==> src/rtl/riscv_pipe_pkg.sv <==
// riscv_pipe_pkg: shared pipeline-control types and constants
package riscv_pipe_pkg;
  typedef enum logic [1:0] {RUN = 2'd0, FLUSH = 2'd1, MEM_WAIT = 2'd2} ctrl_state_t;
  localparam logic [31:0] NOP_INSTR = 32'h00000013;
  localparam int CTRL_CNT_W = 16;
endpackage

==> src/rtl/pipeline_stall_ctrl_sat_counter.sv <==
// sat_counter: clearable saturating up-counter used by the stall and wait watchdogs
module sat_counter #(
  parameter int WIDTH = 16
) (
  input  logic             clk,
  input  logic             rst_n,
  input  logic             clr,
  input  logic             inc,
  output logic [WIDTH-1:0] q
);
  logic [WIDTH-1:0] cnt_d, cnt_q;
  // clear wins over increment; holds at all-ones instead of wrapping
  always_comb cnt_d = clr ? '0 : (inc && cnt_q != '1) ? cnt_q + 1'b1 : cnt_q;
  // count register
  always_ff @(posedge clk) cnt_q <= !rst_n ? '0 : cnt_d;
  assign q = cnt_q;
endmodule

==> src/rtl/pipeline_stall_ctrl.sv <==
// pipeline_stall_ctrl: stall/flush/freeze sequencing for the 5-stage pipe; STALL_PERF_EN adds perf counters
module pipeline_stall_ctrl
  import riscv_pipe_pkg::*;
#(
  parameter int FLUSH_EXTRA = 1,
  parameter int MAX_STALL   = 2,
  parameter int MEM_TIMEOUT = 255
) (
  input  logic        clk,
  input  logic        rst_n,
  input  logic        stall_req,
  input  logic        flush_req,
  input  logic        dmem_wait,
  output logic        pc_we,
  output logic        if_id_we,
  output logic        if_id_flush,
  output logic        id_ex_we,
  output logic        id_ex_flush,
  output logic        ex_mem_we,
  output logic        mem_wb_flush,
  output logic [1:0]  ctrl_state,
  output logic        hazard_err,
  output logic        mem_timeout
`ifdef STALL_PERF_EN
  ,
  output logic [31:0] perf_stall,
  output logic [31:0] perf_flush,
  output logic [31:0] perf_wait
`endif
);
  localparam logic [1:0]            FLUSH_EXTRA_C = 2'(FLUSH_EXTRA);
  localparam logic [CTRL_CNT_W-1:0] MAX_STALL_C   = CTRL_CNT_W'(MAX_STALL);
  localparam logic [CTRL_CNT_W-1:0] MEM_TIMEOUT_C = CTRL_CNT_W'(MEM_TIMEOUT);
  ctrl_state_t state_d, state_q;
  logic [1:0] flush_cnt_d, flush_cnt_q;
  logic hazard_err_d, hazard_err_q, mem_timeout_d, mem_timeout_q, stall_hit;
  logic [CTRL_CNT_W-1:0] stall_cnt, wait_cnt;
  sat_counter #(.WIDTH(CTRL_CNT_W)) u_stall_cnt (
    .clk(clk), .rst_n(rst_n), .clr(!stall_hit), .inc(stall_hit), .q(stall_cnt)
  );
  sat_counter #(.WIDTH(CTRL_CNT_W)) u_wait_cnt (
    .clk(clk), .rst_n(rst_n), .clr(!dmem_wait), .inc(dmem_wait), .q(wait_cnt)
  );
  // prioritised decode: dmem_wait > flush_req > flush window > stall_req > run
  always_comb begin
    state_d       = state_q;
    flush_cnt_d   = flush_cnt_q;
    hazard_err_d  = hazard_err_q;
    mem_timeout_d = mem_timeout_q;
    stall_hit     = 1'b0;
    pc_we         = 1'b1;
    if_id_we      = 1'b1;
    id_ex_we      = 1'b1;
    ex_mem_we     = 1'b1;
    if_id_flush   = 1'b0;
    id_ex_flush   = 1'b0;
    mem_wb_flush  = 1'b0;
    if (dmem_wait) begin
      {pc_we, if_id_we, id_ex_we, ex_mem_we} = 4'b0000;
      mem_wb_flush  = 1'b1;
      state_d       = (state_q == FLUSH) ? FLUSH : MEM_WAIT;
      mem_timeout_d = mem_timeout_q | (wait_cnt == MEM_TIMEOUT_C);
    end else if (flush_req) begin
      if_id_flush = 1'b1;
      id_ex_flush = 1'b1;
      flush_cnt_d = FLUSH_EXTRA_C;
      state_d     = (FLUSH_EXTRA == 0) ? RUN : FLUSH;
    end else if (state_q == FLUSH) begin
      if_id_flush = 1'b1;
      flush_cnt_d = (flush_cnt_q > 2'd1) ? flush_cnt_q - 2'd1 : 2'd0;
      state_d     = (flush_cnt_q > 2'd1) ? FLUSH : RUN;
    end else begin
      state_d = RUN;
      if (stall_req) begin
        pc_we        = 1'b0;
        if_id_we     = 1'b0;
        id_ex_flush  = 1'b1;
        stall_hit    = 1'b1;
        hazard_err_d = hazard_err_q | (stall_cnt == MAX_STALL_C);
      end
    end
    if (!rst_n) begin
      {pc_we, if_id_we, id_ex_we, ex_mem_we} = 4'b0000;
      {if_id_flush, id_ex_flush, mem_wb_flush} = 3'b000;
      stall_hit = 1'b0;
    end
  end
  // state, flush window count and sticky error registers
  always_ff @(posedge clk) begin
    if (!rst_n) begin
      state_q       <= RUN;
      flush_cnt_q   <= 2'd0;
      hazard_err_q  <= 1'b0;
      mem_timeout_q <= 1'b0;
    end else begin
      state_q       <= state_d;
      flush_cnt_q   <= flush_cnt_d;
      hazard_err_q  <= hazard_err_d;
      mem_timeout_q <= mem_timeout_d;
    end
  end
  assign ctrl_state  = state_q;
  assign hazard_err  = hazard_err_q;
  assign mem_timeout = mem_timeout_q;
`ifdef STALL_PERF_EN
  logic [31:0] perf_stall_d, perf_stall_q, perf_flush_d, perf_flush_q, perf_wait_d, perf_wait_q;
  // wrapping event counters for stall, IF/ID flush and memory wait cycles
  always_comb begin
    perf_stall_d = perf_stall_q + {31'd0, stall_hit};
    perf_flush_d = perf_flush_q + {31'd0, if_id_flush};
    perf_wait_d  = perf_wait_q + {31'd0, dmem_wait};
  end
  // perf counter registers
  always_ff @(posedge clk) begin
    if (!rst_n) begin
      perf_stall_q <= '0;
      perf_flush_q <= '0;
      perf_wait_q  <= '0;
    end else begin
      perf_stall_q <= perf_stall_d;
      perf_flush_q <= perf_flush_d;
      perf_wait_q  <= perf_wait_d;
    end
  end
  assign perf_stall = perf_stall_q;
  assign perf_flush = perf_flush_q;
  assign perf_wait  = perf_wait_q;
`endif
endmodule

==> config.mk <==
export PLATFORM = sky130hd
export DESIGN_NAME = pipeline_stall_ctrl
export DESIGN_NICKNAME = d
export VERILOG_FILES = /design/src/rtl/riscv_pipe_pkg.sv /design/src/rtl/pipeline_stall_ctrl_sat_counter.sv /design/src/rtl/pipeline_stall_ctrl.sv
export SDC_FILE = /design/constraint.sdc
export NUM_CORES = 1
export LEC_CHECK = 0
export BUFFER_PORTS_ARGS = -buffer_cell sky130_fd_sc_hd__buf_2
export CAP_MARGIN = 40
export CORE_MARGIN = 3
export CORE_UTILIZATION = 55
export DETAILED_ROUTE_END_ITERATION = 16
export PLACE_DENSITY = 0.72
export REMOVE_ABC_BUFFERS = 1
export SYNTH_ARGS = -nofsm -noshare
export SYNTH_HDL_FRONTEND = slang
export SYNTH_SLANG_ARGS = --single-unit
==> constraint.sdc <==
create_clock -name clk -period 4.4 [get_ports clk]
set_input_delay 0.22 -clock clk [delete_from_list [all_inputs] [get_ports clk]]
set_output_delay 0.22 -clock clk [all_outputs]
set_load 0.05 [all_outputs]
## After elaboration in Yosys (flattened, before gate mapping)

Index checks and enable logic that the tools add are counted.

| storage, ports and cells | value |
|---|---|
| register bits | 38 |
| logic and storage cells | 56 |

| operators by class | value |
|---|---|
| add/subtract/negate cells | 3 |
| magnitude comparators | 1 |
| eq/ne operators | 5 |
| mux-type cells | 29 |
| bitwise gates (word level) | 5 |
| reduce and logical (&&, ||, !) cells | 7 |

Operators by type and width:

| cell | number |
|---|---|
| $add 16x1->16 const B | 2 |
| $ne 16x16->1 const B | 2 |
| $mux 1 | 24 |
| $eq 16x2->1 const B | 1 |
| $eq 16x8->1 const B | 1 |
| $mux 2 | 5 |
| $reduce_and 2->1 | 3 |
| $reduce_and 4->1 | 1 |
| $not 1->1 | 3 |
| $eq 2x1->1 const B | 1 |
| $gt 2x1->1 const B | 1 |
| $logic_and 1x1->1 | 2 |
| $or 1x1->1 | 2 |
| $reduce_bool 2->1 | 1 |
| $sub 2x1->2 const B | 1 |

## Logic depth before layout (Yosys ltp)

| depth | value |
|---|---|
| depth after elaboration | 6 |
| gate-level depth with buffers | 6 |
| depth with buffers taken out | 5 |

## Cells and area by module

A second synthesis with hierarchy kept.

| unflattened totals | value |
|---|---|
| cell total of the unflattened synthesis | 228 |
| area total of the unflattened synthesis | 2100.8 um2 |

Modules (own cells, without submodules):

| module | times used | cells an instance | area each (um2) | seq. area each (um2) |
|---|---|---|---|---|
| sat_counter | 2 | 91 | 864.6 | 320.3 |
| pipeline_stall_ctrl | 1 | 46 | 371.6 | 120.1 |

## Worst setup path after synthesis

Ideal clock, no wire load.

| path | value |
|---|---|
| path type | register to output |
| from | register state_q[0] (netlist: ctrl_state[0]) |
| to | output pc_we |
| data arrival time | 2.250 ns |
| setup slack | 1.930 ns |
| stages on the path, launching flop included | 5 |
| path buffers | 1 |
| cells stage by stage | dfxtp_1 -> nor2b_1 -> nor2_1 -> a21oi_1 -> buf_4 |

| on the way | value |
|---|---|
| word-level cells in the longest chain between the ends | 5 |

Ends and longest elaborated chain:

| what | RTL line | source |
|---|---|---|
| start: declaration | pipeline_stall_ctrl.sv:34 | `ctrl_state_t state_d, state_q;` |
| start signal: assignment | pipeline_stall_ctrl.sv:96 | `state_q <= state_d;` |
| $eq 2x1->1 | pipeline_stall_ctrl.sv:68 | `end else if (state_q == FLUSH) begin` |
| $mux 1 (4 in a row) | -- |  |
| end: declaration | pipeline_stall_ctrl.sv:14 | `output logic pc_we,` |

Every way passes these cells.

## Final worst setup path

| path | value |
|---|---|
| from | register u_stall_cnt.cnt_q[0] (netlist: u_stall_cnt.q[0]) |
| to | register u_stall_cnt.cnt_q[9] (netlist: u_stall_cnt.q[9]) |

| on the way | value |
|---|---|
| word-level cells in the longest chain between the ends | 2 |
| elaborated cells between the ends (all ways) | 3 |
| classes of those cells | add/sub (1); eq/ne (1); reduce/logical (1) |

Ends and longest elaborated chain:

| what | RTL line | source |
|---|---|---|
| start: declaration | pipeline_stall_ctrl_sat_counter.sv:11 | `logic [WIDTH-1:0] cnt_d, cnt_q;` |
| start signal: assignment | pipeline_stall_ctrl_sat_counter.sv:15 | `always_ff @(posedge clk) cnt_q <= !rst_n ? '0 : cnt_d;` |
| branches (longest 2 deep; another with $add 16x1->16) | -- |  |

Parallel ways; which one is timed is not known.
A chain may end at the register's enable or synchronous reset.

==> metrics.yaml <==
min_path:
  holdPathEnd: "hazard_err"
  hp-class: "input pin to register"
  hp-start: "rst_n"
  hold_depth: 3
placement:
  place_ws_ps: 2400
  dp_hpwl_mm: 2.97
  port_buffers: 15
  place_inst: 295
  gp_congestion: 0.831
global_routing:
  antenna_found_initial: 0
  grt_pass1_vias: 1567
  grt_pass1_wl_mm: 7.18
  overflow: 0
  gr-usage-all-layers: 0.208
  grt_max_degree: 17
worst_setup_path:
  cp_data_arrival_time_ps: 2210
  cp-start-kind: "register"
  timing.rr.end: "u_stall_cnt.q[9]"
  r2r_slack_ps: 2400
  cp_max_fo: 12
  reg2reg_depth: 5
  critPathKind: "register to register"
  cp.required_ps: 4610
  worstReg2RegStart: "u_stall_cnt.q[0]"
  end_kind: "register"
timing:
  setup_viol: 0
  whs_ps: 229
  final.setup.worst_slack_ps: 2400
  period_needed_ps: 2000
  rsz0062_at_grt: "no"
  hold_viol: 0
  slew_headroom: 0.594
  clock_skew_ps: 5.23
  tightest_slew_ps: 604
  period_share: 0.455
  fmax_mhz: 499
  final.setup.tns_ps: 0
  maxSlewViolCount: 0
logic_synthesis:
  synth.area.top_cells: "dfxtp_1 (38%), a21oi_1 (6.2%), nand2_1 (3.9%)"
  yosysSeqAreaShare: 0.376
  synthFlopType: "dfxtp_1"
  yosys.area.top_type: "dfxtp_1"
  syn_inst: 245
  synthArstFlopShare: 0
  syn_avg_cell_area_um2: 8.25
  ys_types: 39
  yosysWarnings: 0
  yosys_register_bits: 38
  synth_top_area_frac: 0.376
  synth_edf_count: 0
  syn_area_mm2: 0.00202
power_and_ir_drop:
  finalPower_uw: 637
  pwr_density_cell_mw_per_mm2: 291
  ir_worst_vdd_v: 0.000203
  power.leakage_uw: 0.000755
floorplanning:
  die_x_um: 66.6
  start_util: 0.587
  fp.dieH_um: 66.6
  core_area_mm2: 0.00344
  num_io_pins: 16
  dieArea_mm2: 0.00444
  rows: 21
drt:
  via_count: 1864
  wire_per_inst_um: 13.7
  drtIter0Drc: 145
  first_pass_iters: 4
  ant_nets: 0
  via_per_inst: 6.15
  wirelength_mm: 4.15
  drc: 0
clocking:
  cts_sinks: 38
  path_clk_slew_ps: 70
  ctsHoldBuffers: 0
  htree_num_levels: 2
  postCtsSetupBuffers: 0
  cts_tree: "built"
  clockBufferDepth: 2
  clock-root-buffer: "clkbuf_8"
  cts_buffers: 5
  ctsResizeCount: 0
  clock_latency_ps: 290
finish:
  diodes: 0
  area_delta_synth_final_pct: 8.23
  final_cells: 303
  drive_above_1_share: 0.113
  layout.nets: 264
flow_run:
  drv_cap: 0
outcome:
  status: "finished clean"
==> state kept, by name (all words and copies together) (netlist names) <==
register and flops:
mem_timeout 1, u_stall_cnt.q 16, hazard_err 1, flush_cnt_q 2, u_wait_cnt.q 16, ctrl_state 2
==> cell usage in the layout (no fill, tap or decap), types with 2 or more instances in the layout <==
cell type,instances
a211oi_1,3
a21o_1,2
a21oi_1,25
a31oi_1,5
and2_1,3
and3_1,5
and4_1,5
buf_2,15
buf_4,2
clkbuf_8,6
dfxtp_1,38
ha_1,3
inv_1,10
mux2i_1,7
nand2_1,21
nand2b_1,8
nand3_1,13
nand4_1,9
nand4_2,2
nor2_1,11
nor2b_1,2
nor3_1,3
nor4_1,9
nor4_2,2
o211ai_1,3
o21ai_0,12
o31ai_1,7
o41ai_1,2
or3_1,5
or4_1,9
==> synthesized netlist by cell type, drive strengths merged (2+ instances only) <==
cell type / n
or4: 9
nor4: 11
o211ai: 3
nor2: 11
and3: 5
nand2: 21
nor3: 3
dfxtp: 38
a21o: 2
nor2b: 2
and4: 5
o21ai: 12
and2: 4
a211oi: 3
inv: 10
or3: 5
ha: 3
nand4: 12
a21oi: 25
a31oi: 5
nand3: 13
clkbuf: 5
o31ai: 7
o41ai: 2
mux2i: 7
buf: 8
nand2b: 8
==> stage by stage <==
step,utilization,instance area (um^2)
2_1_floorplan,-,1950
3_3_place_gp,0.607,2090
3_5_place_dp,0.609,2100
4_1_cts,0.636,2190
5_1_grt,0.636,2190
6_report,0.636,2190
==> routing by layer <==
layer,part of all wire,track usage
met1,0.50,0.293
met2,0.43,0.313
met3,0.048,0.0405
met4,0.016,0.0761
met5,0,0
==> critical path, stage by stage, from the launching register on <==
cell and delay (ps):
dfxtp_1 350, ha_1 310, and4_1 370, and3_1 270
or4_1 470, a21oi_1 140
==> worst max-delay path by stage <==
stage	start	endpoint	slack [ps]	depth (start not counted)
floorplan	ctrl_state[0]	if_id_we	1610	3
global placement	u_wait_cnt.q[0]	u_wait_cnt.q[1]	2350	5
detailed placement	u_stall_cnt.q[0]	u_stall_cnt.q[11]	2400	5
CTS	u_stall_cnt.q[0]	u_stall_cnt.q[11]	2400	5
global route	u_wait_cnt.q[0]	u_wait_cnt.q[1]	2270	6
finish	u_stall_cnt.q[0]	u_stall_cnt.q[9]	2400	5
==> cell families after synthesis <==
| family | Yosys count | share of synthesized area |
|---|---|---|
| AND/OR/NAND/NOR | 111 | 0.327 |
| AO/OA/AOI/OAI | 62 | 0.184 |
| flip-flops | 38 | 0.376 |
| buffers and inverters | 23 | 0.0545 |
| multiplexers | 7 | 0.0347 |
| adder cells (fa/ha/maj) | 3 | 0.0186 |
| XOR/XNOR | 1 | 0.00433 |
==> power breakdown <==
part           switching (uW)  internal (uW)  leakage [uW]
sequential               2.55            347      0.000307
combinational            30.9           10.2      0.000400
clock                     120            126     0.0000482
==> layout make-up <==
type	instances	area (um^2)
fill	312	1250
multi-input combinational	184	1150
sequential	38	761
timing repair buffer	17	90.1
clock buffer	7	86.3
tap	46	57.6
inverter	10	37.5
clock inverter	1	5.00
(Power assumes the default switching activity.)
